[src/rtl/jmp_branch_if.sv]
// Decode-to-fetch control-transfer bus for jmp_branch_unit.
// Handshake: the unit samples inst/pc_plus4/rs_data/rt_data only when inst_valid=1 and busy=0; pc_src is a valid held until a cycle with stall=0 (stall acts as not-ready).
interface jmp_branch_if #(
  parameter int ADDR_W = 32
);
  logic              inst_valid;
  logic [31:0]       inst;
  logic [ADDR_W-1:0] pc_plus4;
  logic [31:0]       rs_data;
  logic [31:0]       rt_data;
  logic              stall;
  logic              pc_src;
  logic [ADDR_W-1:0] jmp_addr;
  logic              flush;
  logic              busy;
  logic              link_we;
  logic [ADDR_W-1:0] link_data;

  modport master (
    output inst_valid, inst, pc_plus4, rs_data, rt_data, stall,
    input  pc_src, jmp_addr, flush, busy, link_we, link_data
  );

  modport slave (
    input  inst_valid, inst, pc_plus4, rs_data, rt_data, stall,
    output pc_src, jmp_addr, flush, busy, link_we, link_data
  );
endinterface

[src/rtl/jmp_branch_unit.sv]
// Registered J/JAL/JR/BEQ/BNE resolution with held redirect and timed flush window.
// Optional JAL link write port enabled by defining JMP_LINK_EN.
module jmp_branch_unit #(
  parameter int ADDR_W       = 32,
  parameter int FLUSH_CYCLES = 1
) (
  input  logic         clk,
  input  logic         reset_n,
  jmp_branch_if.slave  bus,
  output logic [1:0]   dbg_state
);

  typedef enum logic [1:0] {
    IDLE     = 2'd0,
    REDIRECT = 2'd1,
    FLUSH    = 2'd2
  } state_t;

  localparam logic [3:0] FLUSH_N = 4'(FLUSH_CYCLES);

  state_t            state;
  logic              pc_src_q;
  logic              flush_q;
  logic              busy_q;
  logic [ADDR_W-1:0] jmp_addr_q;
  logic [3:0]        cnt;

  logic [5:0]        opcode;
  logic [5:0]        funct;
  logic              is_j, is_jal, is_jr, is_beq, is_bne;
  logic              taken;
  logic [31:0]       pc_ext;
  logic [31:0]       j_full;
  logic [31:0]       br_off;
  logic [ADDR_W-1:0] target;

  assign opcode = bus.inst[31:26];
  assign funct  = bus.inst[5:0];
  assign is_j   = (opcode == 6'h02);
  assign is_jal = (opcode == 6'h03);
  assign is_jr  = (opcode == 6'h00) && (funct == 6'h08);
  assign is_beq = (opcode == 6'h04);
  assign is_bne = (opcode == 6'h05);

  // Jump region bits come from pc_plus4 above bit 27; zero-extending first keeps ADDR_W=28 legal.
  assign pc_ext = 32'(bus.pc_plus4);
  assign j_full = {pc_ext[31:28], bus.inst[25:0], 2'b00};
  assign br_off = {{14{bus.inst[15]}}, bus.inst[15:0], 2'b00};

  always_comb begin
    taken  = 1'b0;
    target = '0;
    if (is_j || is_jal) begin
      taken  = 1'b1;
      target = j_full[ADDR_W-1:0];
    end else if (is_jr) begin
      taken  = 1'b1;
      target = bus.rs_data[ADDR_W-1:0];
    end else if (is_beq || is_bne) begin
      taken  = is_beq ? (bus.rs_data == bus.rt_data) : (bus.rs_data != bus.rt_data);
      target = bus.pc_plus4 + br_off[ADDR_W-1:0];
    end
  end

  always_ff @(posedge clk or negedge reset_n) begin
    if (!reset_n) begin
      state      <= IDLE;
      pc_src_q   <= 1'b0;
      flush_q    <= 1'b0;
      busy_q     <= 1'b0;
      jmp_addr_q <= '0;
      cnt        <= '0;
    end else begin
      case (state)
        IDLE: begin
          if (bus.inst_valid && taken) begin
            state      <= REDIRECT;
            jmp_addr_q <= target;
            pc_src_q   <= 1'b1;
            busy_q     <= 1'b1;
          end
        end
        REDIRECT: begin
          if (!bus.stall) begin
            pc_src_q <= 1'b0;
            if (FLUSH_CYCLES == 0) begin
              state  <= IDLE;
              busy_q <= 1'b0;
            end else begin
              state   <= FLUSH;
              flush_q <= 1'b1;
              cnt     <= FLUSH_N;
            end
          end
        end
        FLUSH: begin
          if (cnt <= 4'd1) begin
            state   <= IDLE;
            flush_q <= 1'b0;
            busy_q  <= 1'b0;
            cnt     <= '0;
          end else begin
            cnt <= cnt - 4'd1;
          end
        end
        default: begin
          state    <= IDLE;
          pc_src_q <= 1'b0;
          flush_q  <= 1'b0;
          busy_q   <= 1'b0;
          cnt      <= '0;
        end
      endcase
    end
  end

  assign bus.pc_src   = pc_src_q;
  assign bus.jmp_addr = jmp_addr_q;
  assign bus.flush    = flush_q;
  assign bus.busy     = busy_q;
  assign dbg_state    = state;

`ifdef JMP_LINK_EN
  logic              link_we_q;
  logic [ADDR_W-1:0] link_data_q;
  logic              link_take;

  // Link write fires only on acceptance, so a stalled redirect never repeats it.
  assign link_take = (state == IDLE) && bus.inst_valid && is_jal;

  always_ff @(posedge clk or negedge reset_n) begin
    if (!reset_n) begin
      link_we_q   <= 1'b0;
      link_data_q <= '0;
    end else begin
      link_we_q <= link_take;
      if (link_take) begin
        link_data_q <= bus.pc_plus4;
      end
    end
  end

  assign bus.link_we   = link_we_q;
  assign bus.link_data = link_data_q;
`else
  assign bus.link_we   = 1'b0;
  assign bus.link_data = '0;
`endif

endmodule

[src/flat_wrapper.sv]
// flat-port wrapper written by rule: the top's interface ports become plain ports
module jmp_branch_unit_flat 
#(
  parameter int ADDR_W       = 32,
  parameter int FLUSH_CYCLES = 1
)
  (clk, reset_n, dbg_state, bus_inst_valid, bus_inst, bus_pc_plus4, bus_rs_data, bus_rt_data, bus_stall, bus_pc_src, bus_jmp_addr, bus_flush, bus_busy, bus_link_we, bus_link_data);
  jmp_branch_if #(.ADDR_W(ADDR_W)) bus_i ();
  input  logic clk;
  input  logic reset_n;
  output logic [1:0] dbg_state;
  input wire logic [$bits(bus_i.inst_valid)-1:0] bus_inst_valid;
  input wire logic [$bits(bus_i.inst)-1:0] bus_inst;
  input wire logic [$bits(bus_i.pc_plus4)-1:0] bus_pc_plus4;
  input wire logic [$bits(bus_i.rs_data)-1:0] bus_rs_data;
  input wire logic [$bits(bus_i.rt_data)-1:0] bus_rt_data;
  input wire logic [$bits(bus_i.stall)-1:0] bus_stall;
  output wire logic [$bits(bus_i.pc_src)-1:0] bus_pc_src;
  output wire logic [$bits(bus_i.jmp_addr)-1:0] bus_jmp_addr;
  output wire logic [$bits(bus_i.flush)-1:0] bus_flush;
  output wire logic [$bits(bus_i.busy)-1:0] bus_busy;
  output wire logic [$bits(bus_i.link_we)-1:0] bus_link_we;
  output wire logic [$bits(bus_i.link_data)-1:0] bus_link_data;
  assign bus_i.inst_valid = bus_inst_valid;
  assign bus_i.inst = bus_inst;
  assign bus_i.pc_plus4 = bus_pc_plus4;
  assign bus_i.rs_data = bus_rs_data;
  assign bus_i.rt_data = bus_rt_data;
  assign bus_i.stall = bus_stall;
  assign bus_pc_src = bus_i.pc_src;
  assign bus_jmp_addr = bus_i.jmp_addr;
  assign bus_flush = bus_i.flush;
  assign bus_busy = bus_i.busy;
  assign bus_link_we = bus_i.link_we;
  assign bus_link_data = bus_i.link_data;
  jmp_branch_unit #(.ADDR_W(ADDR_W), .FLUSH_CYCLES(FLUSH_CYCLES)) u_core (.clk(clk), .reset_n(reset_n), .bus(bus_i), .dbg_state(dbg_state));
endmodule
[config.mk]
export PLATFORM = sky130hd
export DESIGN_NAME = jmp_branch_unit_flat
export DESIGN_NICKNAME = d
export VERILOG_FILES = /design/src/rtl/jmp_branch_if.sv /design/src/rtl/jmp_branch_unit.sv /design/src/flat_wrapper.sv
export SDC_FILE = /design/constraint.sdc
export NUM_CORES = 1
export LEC_CHECK = 0
export ABC_AREA = 0
export CORE_MARGIN = 1
export CORE_UTILIZATION = 46
export DETAILED_ROUTE_END_ITERATION = 7
export PLACE_DENSITY = 0.91
export SYNTH_ARGS = -nofsm -noshare
export SYNTH_HDL_FRONTEND = slang
export SYNTH_SLANG_ARGS = --single-unit
[constraint.sdc]
create_clock -name clk -period 2.75 [get_ports clk]
set_input_delay 0.55 -clock clk [delete_from_list [all_inputs] [get_ports clk]]
set_output_delay 0.55 -clock clk [all_outputs]
set_load 0.02 [all_outputs]
==> impl_metrics.json <==
{
  "instances_no_fill": 963,
  "worst_setup_path_start_kind": "input port",
  "antenna_left": 0,
  "cpMaxStageDelayCell": "a221oi_2",
  "postCtsHoldBufs": 0,
  "wl_per_cell_um": 28.2,
  "reg2regPathDepth": 8,
  "async_reset_ff_frac": 1.00,
  "cts_root_buffer": "clkbuf_8",
  "n_antenna_cell": 0,
  "first_iter_violations": 1545,
  "synth_top_cell_area_share": 0.235,
  "grt_pass1_wl_mm": 31.1,
  "most-common-layout-cells": "149 x buf_4, 127 x clkdlybuf4s50_1, 47 x nand2_1, 41 x dfrtp_1, 39 x xor2_1",
  "wl_mm": 27.2,
  "finalSetupTns_ns": -2.45,
  "outcome": "complete, but fails checks",
  "ys_seq_area_frac": 0.235,
  "cts.path.max_buffers": 2,
  "gp_congestion": 0.991,
  "fin_crit_ns": 3.10,
  "power_leakage_nw": 3.44,
  "clk_pin_slew_worst_paths_ns": 0.09,
  "worstHoldPathType": "in2async",
  "path_buf_inv": 3,
  "critPathMaxStageDelay_ns": 0.38,
  "hpwl_mm": 13.8,
  "cts_buffers": 5,
  "grt_max_degree": 42,
  "dpl.cell_count": 923,
  "ys.flop_type": "dfrtp_1",
  "fin_nets": 1000,
  "fin_hold_ws_ns": 0.400,
  "synth-edff-count": 0,
  "dpl_cell_area_um2": 6940,
  "post-route-period-util": 1.13,
  "ys_top_cells_by_area": "dfrtp_1 23%, ha_1 9.7%, xor2_1 8.4%",
  "critical_path_arrival_ns": 3.31,
  "avgSynthCellArea_um2": 8.24,
  "critPathKind": "in2reg",
  "maxCapViolCount": 0,
  "placement_rows": 35,
  "timing.rr.end": "u_core.dbg_state[1]",
  "vdd_drop_max_v": 0.000242,
  "drt_first_pass_iters": 8,
  "start_util": 0.473,
  "cts_tree": "yes",
  "regToRegStartpoint": "u_core.cnt[0]",
  "htree_levels": 2,
  "antenna_found_initial": 1,
  "die_h_um": 99.4,
  "fin_skew_ns": 0.0103,
  "cts_num_sinks": 41,
  "remaining_drc_errors": 105,
  "final_common_cell": "buf_4",
  "die_x_um": 99.4,
  "ys_warn_count": 0,
  "overflow": 0,
  "critical_path.cell_chain": "buf_2 > ha_4 > buf_4 > a21oi_1 > o21ai_0 > a221oi_2 > buf_4 > a211oi_2 > o21ai_0 > nand3_1 > a21oi_1",
  "design_area_um2": 7930,
  "post_drt_via_cell_ratio": 7.12,
  "yosysUniqueCellTypes": 64,
  "cp_max_fo": 6,
  "vias": 6855,
  "yosysTopAreaCell": "dfrtp_1",
  "final_hold_viol_count": 0,
  "die_area_um2": 9890,
  "relSlewSlack": 0.316,
  "area_growth_pct": 81.6,
  "synth_seq_cells": 41,
  "numPortBuffers": 168,
  "crit_family": "compound AO/OA/AOI/OAI gates",
  "finalSetupViolCount": 29,
  "rrSetupSlack_ns": 0.38,
  "grt_pass1_vias": 6141,
  "power_density_nw_per_um2": 394,
  "drive_above_1_share": 0.309,
  "clk_latency_ns": 0.32,
  "synth_cells": 530,
  "rsz0062_at_grt": "true",
  "tightest_slew_ns": 1.03,
  "grt_use_total": 0.403,
  "end_kind": "flip-flop",
  "cp.required_ns": 2.96,
  "ioPinCount": 202,
  "final_util": 0.858,
  "core_area_um2": 9240,
  "netlist_area_um2": 4370,
  "slew_violations": 0,
  "clock.fmax_mhz": 323,
  "violations": "design-rule violations, negative setup slack",
  "fin_ws_ns": -0.347
}
## layer usage
metal	part of all wire	up-vias	global-route usage
met3	0.16	380	0.0963
li1	-	2540	-
met5	0.0026	-	0
met2	0.42	885	0.685
met4	0.12	4	0.282
met1	0.29	3046	0.445
## worst max path at each step
stage | startpoint | end | slack, ns | depth (start not counted)
2_1_floorplan | bus_pc_plus4[2] | u_core.bus.jmp_addr[26] | 0.02 | 11
3_3_place_gp | bus_inst[0] | u_core.bus.jmp_addr[26] | -0.59 | 12
3_5_place_dp | bus_inst[0] | u_core.bus.jmp_addr[24] | -0.77 | 13
4_1_cts | bus_pc_plus4[6] | u_core.bus.jmp_addr[31] | 0.006 | 11
5_1_grt | bus_pc_plus4[11] | u_core.bus.jmp_addr[30] | -0.61 | 10
6_report | bus_inst[15] | u_core.bus.jmp_addr[30] | -0.35 | 11
## timing repair
| action | 4_1_cts | 5_1_grt |
|---|---|---|
| pin swaps | 37 | 43 |
| setup buffers | 14 | 15 |
| endpoints found under the setup margin | 36 | 36 |
| gates cloned | 1 | 4 |
| resized for setup | 91 | 101 |
## state kept, by name, summed over array words and instances, names as in the netlist
register	flops
u_core.bus.busy	1
u_core.bus.flush	1
u_core.cnt	4
u_core.bus.jmp_addr	32
u_core.dbg_state	2
u_core.bus.pc_src	1
## through the flow
step / setup WS [ns] / power [W]
finish: -0.347 / 0.00312
global route: -0.613 / 0.00325
CTS: 0.00557 / 0.00273
detailed placement: -0.771 / 0.00211
global placement: -0.591 / 0.00204
floorplan: 0.0177 / 0.00143
## area by class of cell
cell class / instances / area, µm²
multi-input combinational: 446 / 3680
timing repair buffer: 325 / 2890
fill: 410 / 1310
sequential: 41 / 1030
tap: 129 / 161
clock buffer: 6 / 82.6
inverter: 14 / 52.6
clock inverter: 2 / 37.5
## worst reg2reg max path: stages, from the launching register on
cell     delay (ns)
dfrtp_1        0.43
inv_1          0.13
ha_1           0.25
nor2_1         0.07
nor3_1         0.27
nor2_1         0.22
a41oi_2        0.24
mux2i_1        0.50
a21oi_1        0.13
## cell families (layout without fill, tap and decap cells)
| group | count (synthesis) | count (layout) | synth area share |
|---|---|---|---|
| AO/OA/AOI/OAI | 177 | 179 | 0.292 |
| buffers and inverters | 77 | 347 | 0.0968 |
| XOR/XNOR | 56 | 56 | 0.112 |
| flip-flops | 41 | 41 | 0.235 |
| AND/OR/NAND/NOR | 140 | 140 | 0.154 |
| multiplexers | 3 | 3 | 0.00688 |
| adder cells (fa/ha/maj) | 35 | 35 | 0.102 |
| other | 1 | 33 | 0.000859 |
## where the power goes
part / leakage [nW] / total, W / internal, W / switching (W)
combinational: 2.82 / 0.00184 / 0.000828 / 0.00101
clock: 0.0574 / 0.000548 / 0.000296 / 0.000252
sequential: 0.565 / 0.000735 / 0.000667 / 0.0000687
total: 3.44 / 0.00312 / 0.00179 / 0.00133
## synth_stat cells (all sizes together) (14+ instances only)
master / count
a21o: 14
a21oi: 24
a222oi: 22
buf: 38
clkbuf: 25
dfrtp: 41
ha: 34
inv: 14
nand2: 48
nor2: 28
o21ai: 53
xnor2: 14
xor2: 42
Note: power is estimated with default switching activity, not from simulation.
